File: config.mk
export PLATFORM = sky130hd
export DESIGN_NAME = clk_switch_ctrl_flat
export DESIGN_NICKNAME = d
export VERILOG_FILES = /design/src/rtl/clk_switch_ctrl_if.sv /design/src/rtl/clk_switch_ctrl.sv /design/src/flat_wrapper.sv
export SDC_FILE = /design/constraint.sdc
export NUM_CORES = 1
export LEC_CHECK = 0
export ABC_CLOCK_PERIOD_IN_PS = 2300
export BUFFER_PORTS_ARGS = -buffer_cell sky130_fd_sc_hd__buf_2
export CORE_MARGIN = 5
export CORE_UTILIZATION = 49
export CTS_BUF_LIST = sky130_fd_sc_hd__clkbuf_8
export DETAILED_ROUTE_END_ITERATION = 12
export PLACE_DENSITY = 0.72
export SKIP_CTS_REPAIR_TIMING = 1
export SKIP_LAST_GASP = 1
export SLEW_MARGIN = 30
export SYNTH_ARGS = -nofsm -noshare
export SYNTH_HDL_FRONTEND = slang
export SYNTH_SLANG_ARGS = --single-unit
File: constraint.sdc
create_clock -name clk -period 2.3 [get_ports clk]
set_input_delay 0.23 -clock clk [delete_from_list [all_inputs] [get_ports clk]]
set_output_delay 0.23 -clock clk [all_outputs]
set_load 0.01 [all_outputs]
File: src/rtl/clk_switch_ctrl_if.sv
// Clock-switch controller interface.
// Groups the request/edge inputs and the select/status outputs of clk_switch_ctrl.
//   host_edge : 1-cycle pulse marking a host clock edge (clk domain)
//   slow_req  : level, CPU requires the host-speed clock
//   sel_fast  : enable for the high-speed CPU clock source
//   sel_slow  : enable for the host-derived CPU clock source
//   busy      : changeover in progress
//   tmo_err   : sticky, no host edge arrived within the wait budget
interface clk_switch_ctrl_if;
  logic host_edge;
  logic slow_req;
  logic sel_fast;
  logic sel_slow;
  logic busy;
  logic tmo_err;

  // Requester side: drives requests and edges, observes selects and status
  modport master (
    output host_edge, slow_req,
    input  sel_fast, sel_slow, busy, tmo_err
  );

  // Controller side
  modport slave (
    input  host_edge, slow_req,
    output sel_fast, sel_slow, busy, tmo_err
  );
endinterface

File: src/rtl/clk_switch_ctrl.sv
// Glitch-free CPU clock source changeover controller.
// Moves between the high-speed clock and the host-derived clock with a dead
// time (both selects low) on every changeover, aligning slow-clock entry and
// exit to host clock edges. Entry gives up after TMO_CYC cycles without a
// host edge and raises a sticky timeout flag.
// Ports:
//   clk    : high-speed clock, the only clock
//   srst_b : synchronous active-low reset
//   bus    : clk_switch_ctrl_if.slave (host_edge, slow_req in;
//            sel_fast, sel_slow, busy, tmo_err out, all registered)
module clk_switch_ctrl #(
  parameter int unsigned DEAD_CYC = 2,   // 1..15
  parameter int unsigned TMO_CYC  = 255  // 1..255
) (
  input logic               clk,
  input logic               srst_b,
  clk_switch_ctrl_if.slave  bus
);

  localparam int unsigned DCNT_W = 4;
  localparam int unsigned WCNT_W = 8;

  // Dead counter is loaded with DEAD_CYC-1 and the state exits when it reads 0,
  // giving exactly DEAD_CYC cycles in the dead state.
  localparam logic [DCNT_W-1:0] DEAD_LOAD = DCNT_W'(DEAD_CYC - 1);
  localparam logic [WCNT_W-1:0] TMO_VAL   = WCNT_W'(TMO_CYC);

  typedef enum logic [2:0] {
    S_FAST    = 3'd0,
    S_DEAD_A  = 3'd1,
    S_WAIT_IN = 3'd2,
    S_SLOW    = 3'd3,
    S_DEAD_B  = 3'd4
  } state_e;

  state_e              state_q;
  logic [DCNT_W-1:0]   dcnt_q;
  logic [WCNT_W-1:0]   wcnt_q;
  logic [WCNT_W-1:0]   wcnt_d;
  logic                sel_fast_q;
  logic                sel_slow_q;
  logic                busy_q;
  logic                tmo_err_q;

  // Wait counter next value; the timeout compare uses it so the exit happens
  // on the TMO_CYC-th WAIT_IN cycle. It never reaches wrap since TMO_CYC<=255.
  assign wcnt_d = wcnt_q + WCNT_W'(1);

  // Changeover FSM with registered selects and status
  always_ff @(posedge clk) begin
    if (!srst_b) begin
      state_q    <= S_FAST;
      dcnt_q     <= '0;
      wcnt_q     <= '0;
      sel_fast_q <= 1'b1;
      sel_slow_q <= 1'b0;
      busy_q     <= 1'b0;
      tmo_err_q  <= 1'b0;
    end else begin
      case (state_q)
        S_FAST: begin
          if (bus.slow_req) begin
            state_q    <= S_DEAD_A;
            dcnt_q     <= DEAD_LOAD;
            sel_fast_q <= 1'b0;
            busy_q     <= 1'b1;
          end
        end

        S_DEAD_A: begin
          if (dcnt_q == '0) begin
            state_q <= S_WAIT_IN;
            wcnt_q  <= '0;
          end else begin
            dcnt_q <= dcnt_q - DCNT_W'(1);
          end
        end

        // host_edge has priority over an aborting slow_req drop
        S_WAIT_IN: begin
          if (bus.host_edge) begin
            state_q    <= S_SLOW;
            sel_slow_q <= 1'b1;
            busy_q     <= 1'b0;
          end else if (!bus.slow_req) begin
            state_q <= S_DEAD_B;
            dcnt_q  <= DEAD_LOAD;
          end else if (wcnt_d == TMO_VAL) begin
            state_q   <= S_DEAD_B;
            dcnt_q    <= DEAD_LOAD;
            wcnt_q    <= wcnt_d;
            tmo_err_q <= 1'b1;
          end else begin
            wcnt_q <= wcnt_d;
          end
        end

        // Leave only on a host edge so the current host cycle completes
        S_SLOW: begin
          if (!bus.slow_req && bus.host_edge) begin
            state_q    <= S_DEAD_B;
            dcnt_q     <= DEAD_LOAD;
            sel_slow_q <= 1'b0;
            busy_q     <= 1'b1;
          end
        end

        S_DEAD_B: begin
          if (dcnt_q == '0) begin
            state_q    <= S_FAST;
            sel_fast_q <= 1'b1;
            busy_q     <= 1'b0;
          end else begin
            dcnt_q <= dcnt_q - DCNT_W'(1);
          end
        end

        default: begin
          state_q    <= S_FAST;
          sel_fast_q <= 1'b1;
          sel_slow_q <= 1'b0;
          busy_q     <= 1'b0;
        end
      endcase
    end
  end

  assign bus.sel_fast = sel_fast_q;
  assign bus.sel_slow = sel_slow_q;
  assign bus.busy     = busy_q;
  assign bus.tmo_err  = tmo_err_q;

endmodule

File: src/flat_wrapper.sv
// flat-port wrapper written by rule: the top's interface ports become plain ports
module clk_switch_ctrl_flat 
#(
  parameter int unsigned DEAD_CYC = 2,           
  parameter int unsigned TMO_CYC  = 255           
)
  (clk, srst_b, bus_host_edge, bus_slow_req, bus_sel_fast, bus_sel_slow, bus_busy, bus_tmo_err);
  clk_switch_ctrl_if bus_i ();
  input logic clk;
  input logic srst_b;
  input wire logic [$bits(bus_i.host_edge)-1:0] bus_host_edge;
  input wire logic [$bits(bus_i.slow_req)-1:0] bus_slow_req;
  output wire logic [$bits(bus_i.sel_fast)-1:0] bus_sel_fast;
  output wire logic [$bits(bus_i.sel_slow)-1:0] bus_sel_slow;
  output wire logic [$bits(bus_i.busy)-1:0] bus_busy;
  output wire logic [$bits(bus_i.tmo_err)-1:0] bus_tmo_err;
  assign bus_i.host_edge = bus_host_edge;
  assign bus_i.slow_req = bus_slow_req;
  assign bus_sel_fast = bus_i.sel_fast;
  assign bus_sel_slow = bus_i.sel_slow;
  assign bus_busy = bus_i.busy;
  assign bus_tmo_err = bus_i.tmo_err;
  clk_switch_ctrl #(.DEAD_CYC(DEAD_CYC), .TMO_CYC(TMO_CYC)) u_core (.clk(clk), .srst_b(srst_b), .bus(bus_i));
endmodule
==> flow_summary.toml <==
[setup_path]
worstSetupStartpointType = "flop"
endpoint_kind = "flop"
critical_path_class = "flop to flop"
crit_fanout = 17
arrival_ns = 2.10
required_ns = 2.46

[synth]
synth-main-ff-cell = "dfxtp_1"
synth_nets = 155
syn_area_per_cell_sq_um = 8.099
synth_area_leader_cell = "dfxtp_1"
synth_enable_flop_cells = 0
yosysUniqueCellTypes = 48
ys_seq_area_share_pct = 31.73
synth_cells = 148
synth_seq_cells = 19
synth_area_sq_um = 1199
synth.area.top_cells = "dfxtp_1 (32%), nor2_1 (5.0%), nor2b_1 (4.2%)"
synthArstFlopShare_pct = 0
yosysWarnings = 0
yosys.area.top_type_share_pct = 31.73

[layout]
final_nets = 159
layout-drive-gt1-share_pct = 12.58
instances_no_fill = 181
diodes = 0
fill_cells = 233
fin_area_sq_um = 1279
synthToLayoutAreaGrowth_pct = 6.681

[routing]
firstDrtPassIters = 4
wl_per_cell_um = 13.56
via_count = 1075
viasPerCell = 5.939
ant_nets = 0
drt-initial-drc-count = 38
drc = 0
drt_wl_total_um = 2455

[sta]
fin_hold_ws_ns = 0.3209
min_period_over_period_pct = 84.39
setup_tns_ns = 0
rsz0062_at_grt = "false"
period_needed_ns = 1.941
setup_viol = 0
finalHoldViolCount = 0
worst_slack_ns = 0.3590
slew_viol_final = 0
finalClockSkew_ns = 0.009602
slew_headroom_pct = 62.98
worst_slew_pin_slew_ns = 0.5545
fmax_ghz = 0.5152

[place]
placed_cell_area_sq_um = 1232
gp_congestion = 0.8536
dpl.cell_count = 177
portBuffers = 7
hpwl_um = 1734
place_ws_ns = 0.3832

[hold_path]
holdCritPathClass = "input pin to flop"

[clock_network]
cts_sinks = 19
clock-root-buffer = "clkbuf_8"
cts_buffers = 3
cts_tree = "done"
path_clk_slew_ns = 0.08
clockBufferDepth = 2
h-tree-depth = 1
clock_latency_ns = 0.26

[floorplan]
die_h_um = 59.46
dieArea_sq_um = 3535
num_io_pins = 8
rows = 18
core-area_sq_um = 2410
die_x_um = 59.46
start_util_pct = 49.74

[global_route]
antenna_found_initial = 0
grt_pass1_vias = 993
grt_overflow_total = 0
grt_pass1_wl_um = 4084
grt_start_max_net_pins = 23
grt_usage_pct = 15.07

[pwr]
power_density_nw_per_um2 = 745.3
vdd_drop_max_mv = 0.5452
p_leak_nw = 0.4966

[outcome]
outcome = "finished clean"

[run]
max_cap_violations = 0
## power by group
group / leakage (nW) / switching, mW / internal [mW]
logic: 0.317 / 0.167 / 0.131
registers: 0.155 / 0.0592 / 0.363
clock network: 0.0255 / 0.112 / 0.120
## cell usage after synthesis, drive strengths merged (2+ instances only)
master	count
nor2b	8
clkbuf	4
a31oi	2
dfxtp	19
a21boi	6
o32ai	2
a21oi	10
ha	3
or3b	2
nand3	2
nand2b	2
nor3	2
o21ai	11
inv	8
o21a	2
nand3b	6
nor2	16
xnor2	2
buf	5
o22ai	2
a32o	2
and3	4
nand2	10
## layout by cell type, fill, tap and decap left out, types with 3 or more instances in the layout
master / synthesis / final
ha_1: 3 / 3
buf_2: 4 / 7
clkbuf_8: 0 / 3
nor2_1: 16 / 16
dfxtp_1: 19 / 19
a21oi_1: 9 / 9
o21ai_0: 7 / 7
a21boi_1: 4 / 4
inv_1: 8 / 8
o21ai_1: 4 / 4
nand2_1: 10 / 10
and3_1: 3 / 3
nor2b_1: 8 / 8
nand3b_1: 6 / 6
## area by class of cell
cell class / count / area [sq um] / area share [%]
sequential: 19 / 380.4 / 29.75
inverter: 8 / 30.03 / 2.348
clock buffer: 3 / 41.29 / 3.229
tap: 30 / 37.54 / 2.935
multi-input combinational: 112 / 742.0 / 58.02
clock inverter: 1 / 5.005 / 0.3914
timing repair buffer: 8 / 42.54 / 3.327
## per-layer routing
layer / vias to the layer above / wire length [um] / track usage [%] / part of all wire, %
met4: 0 / 14 / 7.120 / 0.57
met2: 24 / 1212 / 26.83 / 49
met3: 2 / 90 / 2.832 / 3.7
li1: 541 / - / - / -
met1: 508 / 1137 / 17.04 / 46
met5: - / 0 / 0 / 0
## through the flow
stage	power [mW]	utilization (%)
final	0.9530	53.06
after global routing	1.009	53.06
after CTS	0.9529	53.06
after detailed placement	0.7218	51.14
after global placement	0.7097	51.14
after floorplan	0.6660	-
## registers in the layout, indices dropped and copies added, names as in the netlist
register / cells
u_core.bus.busy: 1
u_core.dcnt_q: 4
u_core.bus.sel_slow: 1
u_core.bus.sel_fast: 1
u_core.bus.tmo_err: 1
u_core.state_q: 3
u_core.wcnt_q: 8
## cells by family after synthesis
group / count (synthesis) / share of synthesized area [%]
and+or+nand+nor: 60 / 29.23
muxes: 1 / 0.8351
xor gates and xnor gates: 2 / 1.462
buffers and inverters: 17 / 6.367
DFF: 19 / 31.73
AOI/OAI and AO/OA: 46 / 27.24
adders and majority gates: 3 / 3.132
## final timing paths
path	start	to	slack (ns)	depth (start not counted)
setup / recovery	u_core.state_q[0]	u_core.dcnt_q[2]	0.36	5
setup reg to reg	u_core.state_q[0]	u_core.dcnt_q[2]	0.36	5
hold / removal	srst_b	u_core.bus.sel_fast	0.32	2
hold reg to reg	u_core.bus.busy	u_core.bus.busy	0.45	2
## worst max-delay path, cell delays in order (launching register included)
cell and delay (ns):
dfxtp_1 0.67, or3b_1 0.42, a21oi_2 0.20, nor3_1 0.09, a21o_1 0.21, a32o_1 0.26
No activity file was read; power rests on OpenSTA's default activity.
